File: src/rtl/arm7tdmi_branch_ctrl.sv
// Branch sequencer between decode and fetch/register file. It handles B/BL/BX redirect,
// the LR and T-bit writes, and waits for the refill fetches before it accepts the next branch.
//
// state    | meaning
// ---------+-------------------------------------------------------------
// IDLE     | ready for a branch; a not-taken branch completes from here
// REDIRECT | strobes (flush/pc_load/lr_we/thumb_we) asserted this cycle
// REFILL   | counting refill fetches from the new stream
// DONE     | br_done/br_taken pulse for a taken branch
module arm7tdmi_branch_ctrl #(
    parameter int REFILL_CNT = 2
) (
    input  logic        clk,
    input  logic        rst_n,
    input  logic        br_valid,
    output logic        br_ready,
    input  logic        is_bx,
    input  logic        branch_link,
    input  logic [23:0] branch_offset,
    input  logic [31:0] pc_in,
    input  logic        cond_met,
    input  logic [31:0] rm_value,
    input  logic        fetch_valid,
    input  logic        exc_abort,
    output logic        flush,
    output logic        pc_load,
    output logic [31:0] pc_target,
    output logic        lr_we,
    output logic [31:0] lr_data,
    output logic        thumb_we,
    output logic        thumb_next,
    output logic        br_done,
    output logic        br_taken
);

    localparam logic [1:0] S_IDLE     = 2'd0;
    localparam logic [1:0] S_REDIRECT = 2'd1;
    localparam logic [1:0] S_REFILL   = 2'd2;
    localparam logic [1:0] S_DONE     = 2'd3;

    logic [1:0]  r_state;
    logic [1:0]  r_cnt;
    logic        r_flush;
    logic        r_pc_load;
    logic [31:0] r_pc_target;
    logic        r_lr_we;
    logic [31:0] r_lr_data;
    logic        r_thumb_we;
    logic        r_thumb_next;
    logic        r_br_done;
    logic        r_br_taken;

    logic        w_accept;
    logic [31:0] w_off_ext;
    logic [31:0] w_b_target;
    logic [31:0] w_bx_target;

    assign br_ready    = (r_state == S_IDLE) & ~exc_abort;
    assign w_accept    = br_valid & br_ready;
    assign w_off_ext   = {{6{branch_offset[23]}}, branch_offset, 2'b00};
    assign w_b_target  = pc_in + 32'd8 + w_off_ext;
    // Thumb targets are halfword aligned, ARM targets word aligned.
    assign w_bx_target = rm_value & (rm_value[0] ? 32'hFFFF_FFFE : 32'hFFFF_FFFC);

    always_ff @(posedge clk or negedge rst_n) begin
        if (!rst_n) begin
            r_state      <= S_IDLE;
            r_cnt        <= 2'd0;
            r_flush      <= 1'b0;
            r_pc_load    <= 1'b0;
            r_pc_target  <= 32'h0;
            r_lr_we      <= 1'b0;
            r_lr_data    <= 32'h0;
            r_thumb_we   <= 1'b0;
            r_thumb_next <= 1'b0;
            r_br_done    <= 1'b0;
            r_br_taken   <= 1'b0;
        end else begin
            r_flush    <= 1'b0;
            r_pc_load  <= 1'b0;
            r_lr_we    <= 1'b0;
            r_thumb_we <= 1'b0;
            r_br_done  <= 1'b0;
            r_br_taken <= 1'b0;
            case (r_state)
                S_IDLE: begin
                    if (w_accept) begin
                        if (cond_met) begin
                            r_state   <= S_REDIRECT;
                            r_flush   <= 1'b1;
                            r_pc_load <= 1'b1;
                            if (is_bx) begin
                                r_pc_target  <= w_bx_target;
                                r_thumb_we   <= 1'b1;
                                r_thumb_next <= rm_value[0];
                            end else begin
                                r_pc_target <= w_b_target;
                                if (branch_link) begin
                                    r_lr_we   <= 1'b1;
                                    r_lr_data <= pc_in + 32'd4;
                                end
                            end
                        end else begin
                            r_br_done <= 1'b1;
                        end
                    end
                end
                S_REDIRECT: begin
                    if (exc_abort) begin
                        r_state <= S_IDLE;
                    end else begin
                        r_cnt   <= 2'(REFILL_CNT);
                        r_state <= S_REFILL;
                    end
                end
                S_REFILL: begin
                    if (exc_abort) begin
                        r_state <= S_IDLE;
                    end else if (fetch_valid) begin
                        if (r_cnt == 2'd1) begin
                            r_state    <= S_DONE;
                            r_br_done  <= 1'b1;
                            r_br_taken <= 1'b1;
                        end else begin
                            r_cnt <= r_cnt - 2'd1;
                        end
                    end
                end
                S_DONE: begin
                    r_state <= S_IDLE;
                end
                default: begin
                    r_state <= S_IDLE;
                end
            endcase
        end
    end

    assign flush      = r_flush;
    assign pc_load    = r_pc_load;
    assign pc_target  = r_pc_target;
    assign lr_we      = r_lr_we;
    assign lr_data    = r_lr_data;
    assign thumb_we   = r_thumb_we;
    assign thumb_next = r_thumb_next;
    assign br_done    = r_br_done;
    assign br_taken   = r_br_taken;

endmodule

File: config.mk
export PLATFORM = sky130hd
export DESIGN_NAME = arm7tdmi_branch_ctrl
export DESIGN_NICKNAME = d
export VERILOG_FILES = /design/src/rtl/arm7tdmi_branch_ctrl.sv
export SDC_FILE = /design/constraint.sdc
export NUM_CORES = 1
export LEC_CHECK = 0
export BUFFER_PORTS_ARGS = -buffer_cell sky130_fd_sc_hd__buf_2
export CORE_MARGIN = 1
export CORE_UTILIZATION = 52
export DETAILED_ROUTE_END_ITERATION = 12
export HOLD_SLACK_MARGIN = 0.08
export PLACE_DENSITY_LB_ADDON = 0.3
export SLEW_MARGIN = 30
export SYNTH_ARGS = -nofsm -noshare
export SYNTH_HDL_FRONTEND = slang
export SYNTH_SLANG_ARGS = --single-unit
File: constraint.sdc
create_clock -name clk -period 2.3 [get_ports clk]
set_input_delay 0.46 -clock clk [delete_from_list [all_inputs] [get_ports clk]]
set_output_delay 0.46 -clock clk [all_outputs]
set_load 0.05 [all_outputs]
==> metrics.md <==
| Metric | Value |
|---|---|
| Outcome | `finished, violations left` |
| Failing checks | `setup timing` |
| WP data arrival | `2.61 ns` |
| Share of the synthesized area in the top cell type | `0.3361` |
| Clk sinks | `74` |
| Cells after synthesis | `626` |
| Part of the power in registers | `0.295` |
| I/O Buffers | `167` |
| FILL cells | `758` |
| Layout Skew | `0.009307 ns` |
| Type of element launching the critical path | `primary input` |
| R2r startpoint | `r_state[1]` |
| Initial Util | `0.5362` |
| DR iter-0 viols | `305` |
| Synth top area cells | `dfrtp_1, ha_1, nand2_1, a21oi_1, o21ai_0` |
| Avg WL per Cell | `16.03 µm` |
| Initial antenna violation count | `0` |
| Async S/R FF share, synth | `1.000` |
| Fmax | `424.3 MHz` |
| Diode count | `0` |
| Vias per std cell | `5.597` |
| CTS tree | `yes` |
| Multi-input logic area | `3985 µm²` |
| Critical path required time | `2.55 ns` |
| Pins Over Slew Limit | `0` |
| Number of max-cap violations | `0` |
| Vias in the first global route | `5995` |
| Kind of critical path | `primary input to register` |
| Total I/O pin count | `168` |
| Slew Limit Headroom | `0.5920` |
| Drt first pass iters | `7` |
| Post-Syn Nets | `782` |
| Pwr Total | `6.004 mW` |
| Detailed Route WL | `16.64 mm` |
| Post-Synthesis Mean Instance Area | `8.802 µm²` |
| Peak VDD IR | `0.6682 mV` |
| GRT Total Usage | `0.3101` |
| Combinational share of power | `0.525` |
| CP endpoint kind | `register` |
| Crit path from | `pc_in[3]` |
| Final setup margin | `-0.05684 ns` |
| Switching Share | `0.4656` |
| Tmin final | `2.357 ns` |
| Routability congestion estimate | `0.8777` |
| Worst skew pair latency | `0.37 ns` |
| Clk slew on worst S/H paths | `0.09 ns` |
| Leak Pwr | `4.001 nW` |
| Drt drc | `0` |
| Rows | `37` |
| Die width | `104.9 µm` |
| Most common library cells after synthesis | `nand2_1, dfrtp_1, ha_1` |
| Hpwl dp | `12.92 mm` |
| Pwr Density | `745.6 nW/µm²` |
| Final TNS setup | `-0.1157 ns` |
| Syn. warnings | `0` |
| Mapped Area | `5510 µm²` |
| Worst Setup Slack post-DPL | `-0.4730 ns` |
| RSZ-0062 raised after global routing | `yes` |
| CTS Root Buffer Type | `clkbuf_8` |
| Core footprint | `10280 µm²` |
| Final setup fails | `4` |
| R2R cell count | `7` |
| First-pass GRT wire length | `27.24 mm` |
| Post-DRT Antenna Nets | `0` |
| Reg2reg end | `lr_data[14]` |
| Routed via count | `5810` |
| TritonCTS buffer count | `9` |
| Layout area overhead | `46.14%` |
| Sequential area share after synthesis | `0.3361` |
| Fin. Hold Viols | `0` |
| Largest net degree at the start of global routing | `65` |
| Most frequently used flop master after synthesis | `dfrtp_1` |
| Switching power total | `2.795 mW` |
| FF-to-FF setup slack | `0.23 ns` |
| Area leader, netlist | `dfrtp_1` |
| Worst slew pin tran | `0.6120 ns` |
| Internal | `3.209 mW` |
| H-tree depth | `3` |
| Worst hold margin | `0.2844 ns` |
| Die Area | `11010 µm²` |
| Total congestion overflow | `0` |
| Count leader, synth | `nand2_1` |
| Crit path max fanout | `3` |
| #FFs+latches synth | `74` |
| Total area of sequential cells | `1852 µm²` |
| Final #Nets | `1053` |
| Die height | `104.9 µm` |
| Final period util | `1.025` |
| Longest Clk Path Bufs | `2` |
| Hold WC Path Type | `primary input to register` |
| Clock share of power | `0.180` |
| Setup crit end | `pc_target[31]` |
| Layout cells sized above 1 | `0.4401` |
| Synth unique cells | `62` |
| Post-synth EDFFs | `0` |
[cell families (layout without fill, tap and decap cells)]
| family | count (synthesis) | after routing | share of synthesized area |
|---|---|---|---|
| AOI/OAI and AO/OA | 176 | 176 | 0.1932 |
| xor gates and xnor gates | 49 | 49 | 0.07788 |
| muxes | 14 | 14 | 0.02634 |
| DFF | 74 | 74 | 0.3361 |
| adders and majority gates | 60 | 60 | 0.1376 |
| and+or+nand+nor | 209 | 209 | 0.1921 |
| buffers and inverters | 44 | 320 | 0.03678 |
[flip-flops by register name, indices dropped and copies added (netlist names)]
register and flops:
br_taken 1, br_done 1, r_cnt 2, pc_target 32
lr_we 1, lr_data 32, pc_load 1, thumb_next 1
r_state 2, thumb_we 1
[critical path, stage by stage]
cell      delay (ns)
buf_8           0.09
inv_8           0.03
ha_4            0.25
inv_2           0.04
ha_4            0.15
fa_2            0.35
a21oi_2         0.19
o22ai_2         0.14
a21oi_2         0.27
o21ai_2         0.14
a31oi_2         0.24
nor3_1          0.08
nand3b_1        0.19
[cells in the final DEF (no fill, tap or decap), drive strengths merged, types with 3 or more instances in the layout]
master,instances
a211oi,4
a21boi,3
a21o,13
a21oi,57
a31oi,4
and2,8
and3,16
and4,6
buf,288
clkbuf,11
dfrtp,74
ha,59
inv,16
mux2,4
mux2i,10
nand2,85
nand3,27
nand3b,3
nand4,10
nor2,25
nor3,16
nor3b,5
o21a,10
o21ai,63
o21bai,4
o22ai,4
xnor2,27
xor2,22
[stage by stage]
| stage | utilization | std cells | cell area, µm² |
|---|---|---|---|
| after floorplan | - | 626 | 5944 |
| after global placement | 0.7475 | 1018 | 7682 |
| after detailed placement | 0.7475 | 1018 | 7682 |
| after CTS | 0.7731 | 1036 | 7945 |
| after global routing | 0.7835 | 1038 | 8053 |
| final | 0.7835 | 1038 | 8053 |
[worst min-delay path by stage]
| stage | depth (start not counted) | startpoint | slack (ns) | endpoint |
|---|---|---|---|---|
| final | 2 | cond_met | 0.28 | br_done |
| after global routing | 2 | cond_met | 0.29 | br_done |
| after CTS | 2 | cond_met | 0.27 | br_done |
| after detailed placement | 2 | pc_target[18] | 0.46 | pc_target[18] |
| after global placement | 1 | rst_n | 0.46 | lr_data[31] |
| after floorplan | 0 | rst_n | 0.16 | br_done |
[per-layer routing]
layer | track usage | routed length [µm] | vias up
li1 | - | - | 2796
met2 | 0.5870 | 8909 | 200
met4 | 0.1268 | 527 | 0
met5 | 0 | 0 | -
met3 | 0.06301 | 877 | 53
met1 | 0.3332 | 6328 | 2761
[power by group through the flow]
stage / combinational [mW] / sequential (mW) / clock, mW
finish: 3.15 / 1.77 / 1.08
global route: 3.35 / 1.81 / 1.15
CTS: 3.09 / 1.77 / 1.09
detailed placement: 3.06 / 1.80 / 0
global placement: 2.99 / 1.78 / 0
floorplan: 0.995 / 2.86 / 0
[final cells by class]
cell class,instances,share of cell area
clock buffers,11,0.01756
clock inverters,5,0.007769
inverters,15,0.008546
multi-input cells,508,0.4949
flip-flops and latches,74,0.2300
well taps,136,0.02113
repair buffers,289,0.2202
[what timing repair did]
| action | 4_1_cts | 5_1_grt |
|---|---|---|
| pin swaps | 5 | 17 |
| hold buffers | 1 | 0 |
| gates resized for setup | 13 | 22 |
| cloned | 0 | 0 |
| hold endpoints to repair | 23 | 0 |
| buffers inserted | 1 | 2 |
| endpoints found under the setup margin | 9 | 19 |
No activity file was read; power rests on OpenSTA's default activity.
